===== src/rtl/unified_sram_arbiter.sv =====
// Arbitrates instruction-fetch and data accesses onto one single-ported synchronous SRAM.
// Optional build macro ARB_KSEG_MAP_EN folds kseg0/kseg1 addresses onto the physical SRAM.
module unified_sram_arbiter #(
  parameter int RD_LAT     = 1,
  parameter int STARVE_LIM = 4
) (
  input  logic        clk,
  input  logic        rst,
  input  logic        inst_req,
  input  logic [31:0] inst_addr,
  output logic        inst_ack,
  output logic        inst_rvalid,
  output logic [31:0] inst_rdata,
  input  logic        data_req,
  input  logic [3:0]  data_wen,
  input  logic [31:0] data_addr,
  input  logic [31:0] data_wdata,
  output logic        data_ack,
  output logic        data_rvalid,
  output logic [31:0] data_rdata,
  output logic        ram_en,
  output logic [3:0]  ram_wen,
  output logic [31:0] ram_addr,
  output logic [31:0] ram_wdata,
  input  logic [31:0] ram_rdata,
  output logic        if_stall,
  output logic        mem_stall
);

  localparam logic [3:0] STREAK_MAX = 4'(STARVE_LIM);

  logic              inst_grant;
  logic              data_grant;
  logic              read_issue;
  logic [3:0]        streak_reg;
  logic [3:0]        streak_next;
  logic [RD_LAT-1:0] valid_reg;
  logic [RD_LAT-1:0] valid_next;
  logic [RD_LAT-1:0] owner_reg;   // 1 = data port owns the response
  logic [RD_LAT-1:0] owner_next;
  logic [31:0]       grant_addr;
  logic              tail_valid;
  logic              tail_owner;
  logic              data_in_flight;

  // Data wins contention until the waiting fetch has seen STARVE_LIM data grants.
  always_comb begin
    inst_grant = 1'b0;
    data_grant = 1'b0;
    if (!rst) begin
      if (inst_req && data_req) begin
        if (streak_reg == STREAK_MAX) inst_grant = 1'b1;
        else                          data_grant = 1'b1;
      end else begin
        inst_grant = inst_req;
        data_grant = data_req;
      end
    end
  end

  always_comb begin
    streak_next = streak_reg;
    if (inst_grant || !inst_req)
      streak_next = 4'd0;
    else if (data_grant && (streak_reg != STREAK_MAX))
      streak_next = streak_reg + 4'd1;
  end

  always_ff @(posedge clk) begin
    if (rst) streak_reg <= 4'd0;
    else     streak_reg <= streak_next;
  end

  assign read_issue = inst_grant | (data_grant & (data_wen == 4'b0000));

  // Owner pipeline: stage 0 takes the new issue, the tail lines up with ram_rdata.
  genvar gi;
  generate
    for (gi = 0; gi < RD_LAT; gi++) begin : g_owner_pipe
      if (gi == 0) begin : g_head
        assign valid_next[gi] = read_issue;
        assign owner_next[gi] = read_issue & data_grant;
      end else begin : g_shift
        assign valid_next[gi] = valid_reg[gi-1];
        assign owner_next[gi] = owner_reg[gi-1];
      end
    end
  endgenerate

  always_ff @(posedge clk) begin
    if (rst) begin
      valid_reg <= '0;
      owner_reg <= '0;
    end else begin
      valid_reg <= valid_next;
      owner_reg <= owner_next;
    end
  end

  assign tail_valid     = valid_reg[RD_LAT-1];
  assign tail_owner     = owner_reg[RD_LAT-1];
  assign data_in_flight = |(valid_reg & owner_reg);

  assign inst_ack    = inst_grant;
  assign data_ack    = data_grant;
  assign inst_rvalid = ~rst & tail_valid & ~tail_owner;
  assign data_rvalid = ~rst & tail_valid & tail_owner;
  assign inst_rdata  = inst_rvalid ? ram_rdata : 32'd0;
  assign data_rdata  = data_rvalid ? ram_rdata : 32'd0;
  assign if_stall    = ~rst & inst_req & ~inst_grant;
  assign mem_stall   = ~rst & ((data_req & ~data_grant) | data_in_flight);

  always_comb begin
    ram_en     = 1'b0;
    ram_wen    = 4'b0000;
    grant_addr = 32'd0;
    ram_wdata  = 32'd0;
    if (inst_grant) begin
      ram_en     = 1'b1;
      grant_addr = inst_addr;
    end else if (data_grant) begin
      ram_en     = 1'b1;
      ram_wen    = data_wen;
      grant_addr = data_addr;
      ram_wdata  = data_wdata;
    end
  end

`ifdef ARB_KSEG_MAP_EN
  assign ram_addr = grant_addr & 32'h1FFF_FFFF;
`else
  assign ram_addr = grant_addr;
`endif

endmodule


===== config.mk =====
export PLATFORM = sky130hd
export DESIGN_NAME = unified_sram_arbiter
export DESIGN_NICKNAME = d
export VERILOG_FILES = /design/src/rtl/unified_sram_arbiter.sv
export SDC_FILE = /design/constraint.sdc
export NUM_CORES = 1
export LEC_CHECK = 0
export ABC_AREA = 1
export CAP_MARGIN = 10
export CORE_AREA = 2 2 108 110
export DETAILED_ROUTE_END_ITERATION = 8
export DIE_AREA = 0 0 110 112
export PLACE_DENSITY = 0.67
export SLEW_MARGIN = 20
export SYNTH_ARGS = -nofsm -noshare
export SYNTH_HDL_FRONTEND = slang
export SYNTH_SLANG_ARGS = --single-unit

===== constraint.sdc =====
create_clock -name clk -period 2.8 [get_ports clk]
set_clock_uncertainty 0.2 [all_clocks]
set_input_delay 0.7 -clock clk [delete_from_list [all_inputs] [get_ports clk]]
set_output_delay 0.7 -clock clk [all_outputs]
set_load 0.03 [all_outputs]

Word level (Yosys, flattened, before mapping)
Cells that the tools add are included.
{"block": "classes", "eq_ne": 2, "reduce_logical": 6, "add_sub_neg": 1, "bitwise_logic": 16, "n_mux": 16}
{"cell": "$mux 32", "n": 6}
{"cell": "$and 1x1->1", "n": 10}
{"cell": "$mux 1", "n": 8}
{"cell": "$mux 4", "n": 2}
{"cell": "$add 4x1->4 const B", "n": 1}
{"cell": "$eq 4x3->1 const B", "n": 1}
{"cell": "$logic_not 4->1", "n": 1}
{"cell": "$ne 4x3->1 const B", "n": 1}
{"cell": "$not 1->1", "n": 4}
{"cell": "$logic_and 1x1->1", "n": 2}
{"cell": "$or 1x1->1", "n": 2}
{"cell": "$reduce_or 2->1", "n": 1}
{"cell": "$logic_not 1->1", "n": 1}
{"cell": "$logic_or 1x1->1", "n": 1}
{"block": "totals", "word_cells": 44, "input_bits": 136, "regBits": 6, "out_inout_bits": 139}

Longest topological paths before layout
{"block": "depth", "ltp_word": 8, "depth_mapped": 9, "ltp_nobuf": 7}

Worst setup path before layout
Ideal clock, no wire load.
{"block": "synth_path", "path_kind": "input-to-output", "start": "input rst", "end": "output ram_wdata[15]", "arrival_ns": 1.638, "path_buffers": 2, "stages": 7, "setup_slack_ns": 0.262, "required_ns": 1.900, "path_cell_list": "inv_2 -> nand2_2 -> inv_2 -> nand2_2 -> buf_6 -> buf_6 -> nor2_1"}
{"block": "synth_via", "elab_chain_cells": 3, "elab_cells_between_ends": 4, "classes_between": "4 x mux"}
{"item": "from (decl)", "line": "8", "source": "input logic rst,"}
{"item": "$mux 1", "line": "50", "source": "if (!rst) begin"}
{"item": "$mux 32", "line": "121", "source": "end else if (data_grant) begin"}
{"item": "$mux 32 (*)", "line": "118", "source": "if (inst_grant) begin"}
{"item": "to (decl)", "line": "24", "source": "output logic [31:0] ram_wdata,"}
Mark *: on every way between the ends. The rest lies on a longest branch, timed or not.

Final worst setup path
{"block": "layout_path", "start": "input rst", "end": "output data_rdata[28]"}
{"block": "layout_via", "elab_chain_cells": 4}
{"item": "$not 1->1", "line": "107", "source": "assign data_rvalid = ~rst & tail_valid & tail_owner;"}
{"item": "$and 1x1->1 (2 in series)", "line": "107"}
{"item": "$mux 32", "line": "109", "source": "assign data_rdata = data_rvalid ? ram_rdata : 32'd0;"}
{"item": "to (decl)", "line": "20", "source": "output logic [31:0] data_rdata,"}
No other way between the ends.

==> flow_summary.ini <==
[grt]
antenna_found_initial = 0
grtUsageTotal_pct = 13.4
overflow = 0
grt_pass1_vias = 2850
grt_first_pass_wirelength_mm = 13.2
grt_max_degree = 34

[setup_path]
crit_top_cell = buf_4
crit_type = input port to primary output
crit_slowest_cell = dlygate4sd2_1
max_stage_delay_ns = 0.27
crit_family = buffers and inverters
critPathBufInv = 5
critPathCaptureType = primary output
arrival_ns = 1.80
crit_chain = dlygate4sd2_1 > inv_2 > buf_4 > nand3_1 > buf_12 > nor2_1 > buf_4
worstPathRequired_ns = 1.90
cp_max_fo = 33
critPathLaunchType = input port

[finish]
area_growth_pct = 183
antenna_cells = 0
fillers = 1159
drive_gt1_share_pct = 29.6
final_util_pct = 39.6
largest_reg_flops = 4
nets = 752

[synth]
synth_area_um2 = 1560
yosysUniqueCellTypes = 19
synth_compound_area_share_pct = 0.801
synthTopCellsByCount = 97 x nor2_1, 79 x inv_1, 70 x nand3_1, 39 x nand2_1, 12 x clkbuf_1
synthMuxAreaShare_pct = 0
synth_xor_area_share_pct = 0.561
synth_flop_cell = dfxtp_1
synthesis.instances = 337
seq_area_frac_synth_pct = 7.69
synth_top_family_by_area = simple AND/OR/NAND/NOR gates
synth_nets = 475
syn_area_per_cell_um2 = 4.63
yosys.area.top_type_share_pct = 23.3
async_flop_share_pct = 0
synth.area.top_cells = nor2_1 23%, nand3_1 22%, inv_1 19%, nand2_1 9.4%, dfxtp_1 7.7%
synth_warnings = 0
synthAdderAreaFrac_pct = 1.60
ys_ff_latch = 6
yosys.area.top_type = nor2_1
yosys.area_share.simple_pct = 62.6
yosysMostFrequentCell = nor2_1
synth-edff-count = 0

[worst_hold_path]
hold_path_class = register to register

[timing]
post-route-min-period_ns = 2.70
worstMarginPinSlew_ns = 0.212
rsz0062_at_grt = false
timing.fmax_mhz = 370
hold_violations = 0
min_period_over_period_pct = 96.4
relSlewSlack_pct = 85.8
tns_ns = 0
drv_slew = 0
setup_violations = 0

[drt]
viasPerCell = 4.00
drtIter0Drc = 116
ant_nets = 0
routed_wirelength_mm = 9.08
drc = 0
avgRoutedWirePerCell_um = 12.0
vias = 3021
first_pass_iters = 4

[placement]
dp_hpwl_mm = 7.81
gp_congestion = 0.887
port_buffers = 274

[floorplanning]
die_w_um = 110
floorplan.rows = 39
io_pins = 275
die_h_um = 112
core_um2 = 11200
start_util_pct = 14.0
die_area_um2 = 12300

[cts]
cts_tree = built
clock_latency_ns = 0.23
cts_buffers = 3
clkSinkCount = 6
postCtsSetupRepairBufs = 0
clock_tree.buffer_depth = 2
path_clk_slew_ns = 0.03
htree_levels = 1
cts-root-buf = clkbuf_16

[outcome]
outcome = finished clean

[power]
p_leak_nw = 2.51
ir_drop_mv = 0.136
p_total_mw = 0.928
power_density_nw_per_um2 = 210

[job]
cap_violations = 0
-- stage by stage --
| step | cell area [um2] | std cells | hold slack (ns) | setup slack [ns] |
|---|---|---|---|---|
| floorplan | 1560 | 337 | 0.230 | 0.262 |
| global placement | 4300 | 751 | 0.241 | -0.169 |
| detailed placement | 4300 | 751 | 0.272 | -0.187 |
| CTS | 4420 | 755 | 0.280 | 0.0918 |
| global route | 4430 | 755 | 0.299 | 0.0388 |
| finish | 4430 | 755 | 0.270 | 0.101 |
-- final timing paths --
kind / from / end / slack (ns) / depth (start not counted)
worst max-delay path: rst / data_rdata[28] / 0.10 / 7
worst min-delay path: streak_reg[0] / streak_reg[0] / 0.27 / 1
worst max register to register: streak_reg[0] / tail_valid / 1.21 / 7
worst min register to register: streak_reg[0] / streak_reg[0] / 0.27 / 1
-- area by class of cell --
class                      count  area (um2)  share of cell area, %
timing repair buffer         294        2710                   61.2
sequential                     6         120                   2.71
multi-input combinational    228        1040                   23.5
clock buffer                   3        75.1                   1.70
tap                          143         179                   4.04
inverter                      81         304                   6.87
-- kinds of logic after synthesis --
group | count (synthesis)
AOI/OAI and AO/OA | 2
xor gates and xnor gates | 1
adders and majority gates | 2
buffers and inverters | 103
DFF | 6
and+or+nand+nor | 223
-- worst register-to-register path, delay by kind of cell (launching register included) --
kind / cells / cell delay (ns)
fa+ha+maj: 1 / 0.22
buf+inv: 2 / 0.19
flops: 1 / 0.37
simple gates: 4 / 0.50
-- timing repair --
item | 4_1_cts | 5_1_grt
resized for setup | 10 | 1
hold buffers | 0 | 0
gates cloned | 1 | 0
endpoints found under the setup margin | 138 | 1
-- cells in the final DEF (no fill, tap or decap), types with 3 or more instances in the layout --
| master | synthesis | final |
|---|---|---|
| clkbuf_16 | 0 | 3 |
| buf_12 | 0 | 11 |
| nor2_2 | 11 | 12 |
| dfxtp_1 | 6 | 6 |
| nand3_1 | 70 | 70 |
| clkdlybuf4s50_1 | 0 | 132 |
| dlygate4sd2_1 | 0 | 3 |
| inv_1 | 79 | 79 |
| nor2_1 | 97 | 95 |
| buf_4 | 0 | 145 |
| nand2_1 | 39 | 39 |
-- layer usage --
metal  routed length, um  vias up  global-route usage (%)
li1                    -     1534                       -
met1                3390     1312                    14.7
met2                4680      169                    25.8
met3                 897        6                    1.70
met4                 114        0                    4.30
met5                   0        -                       0
-- power by group --
group	switching, mW	total, mW	internal (mW)
clock network	0.0442	0.227	0.183
registers	0.00126	0.0891	0.0879
logic	0.297	0.612	0.315
Power figures use the tool's default switching activity.
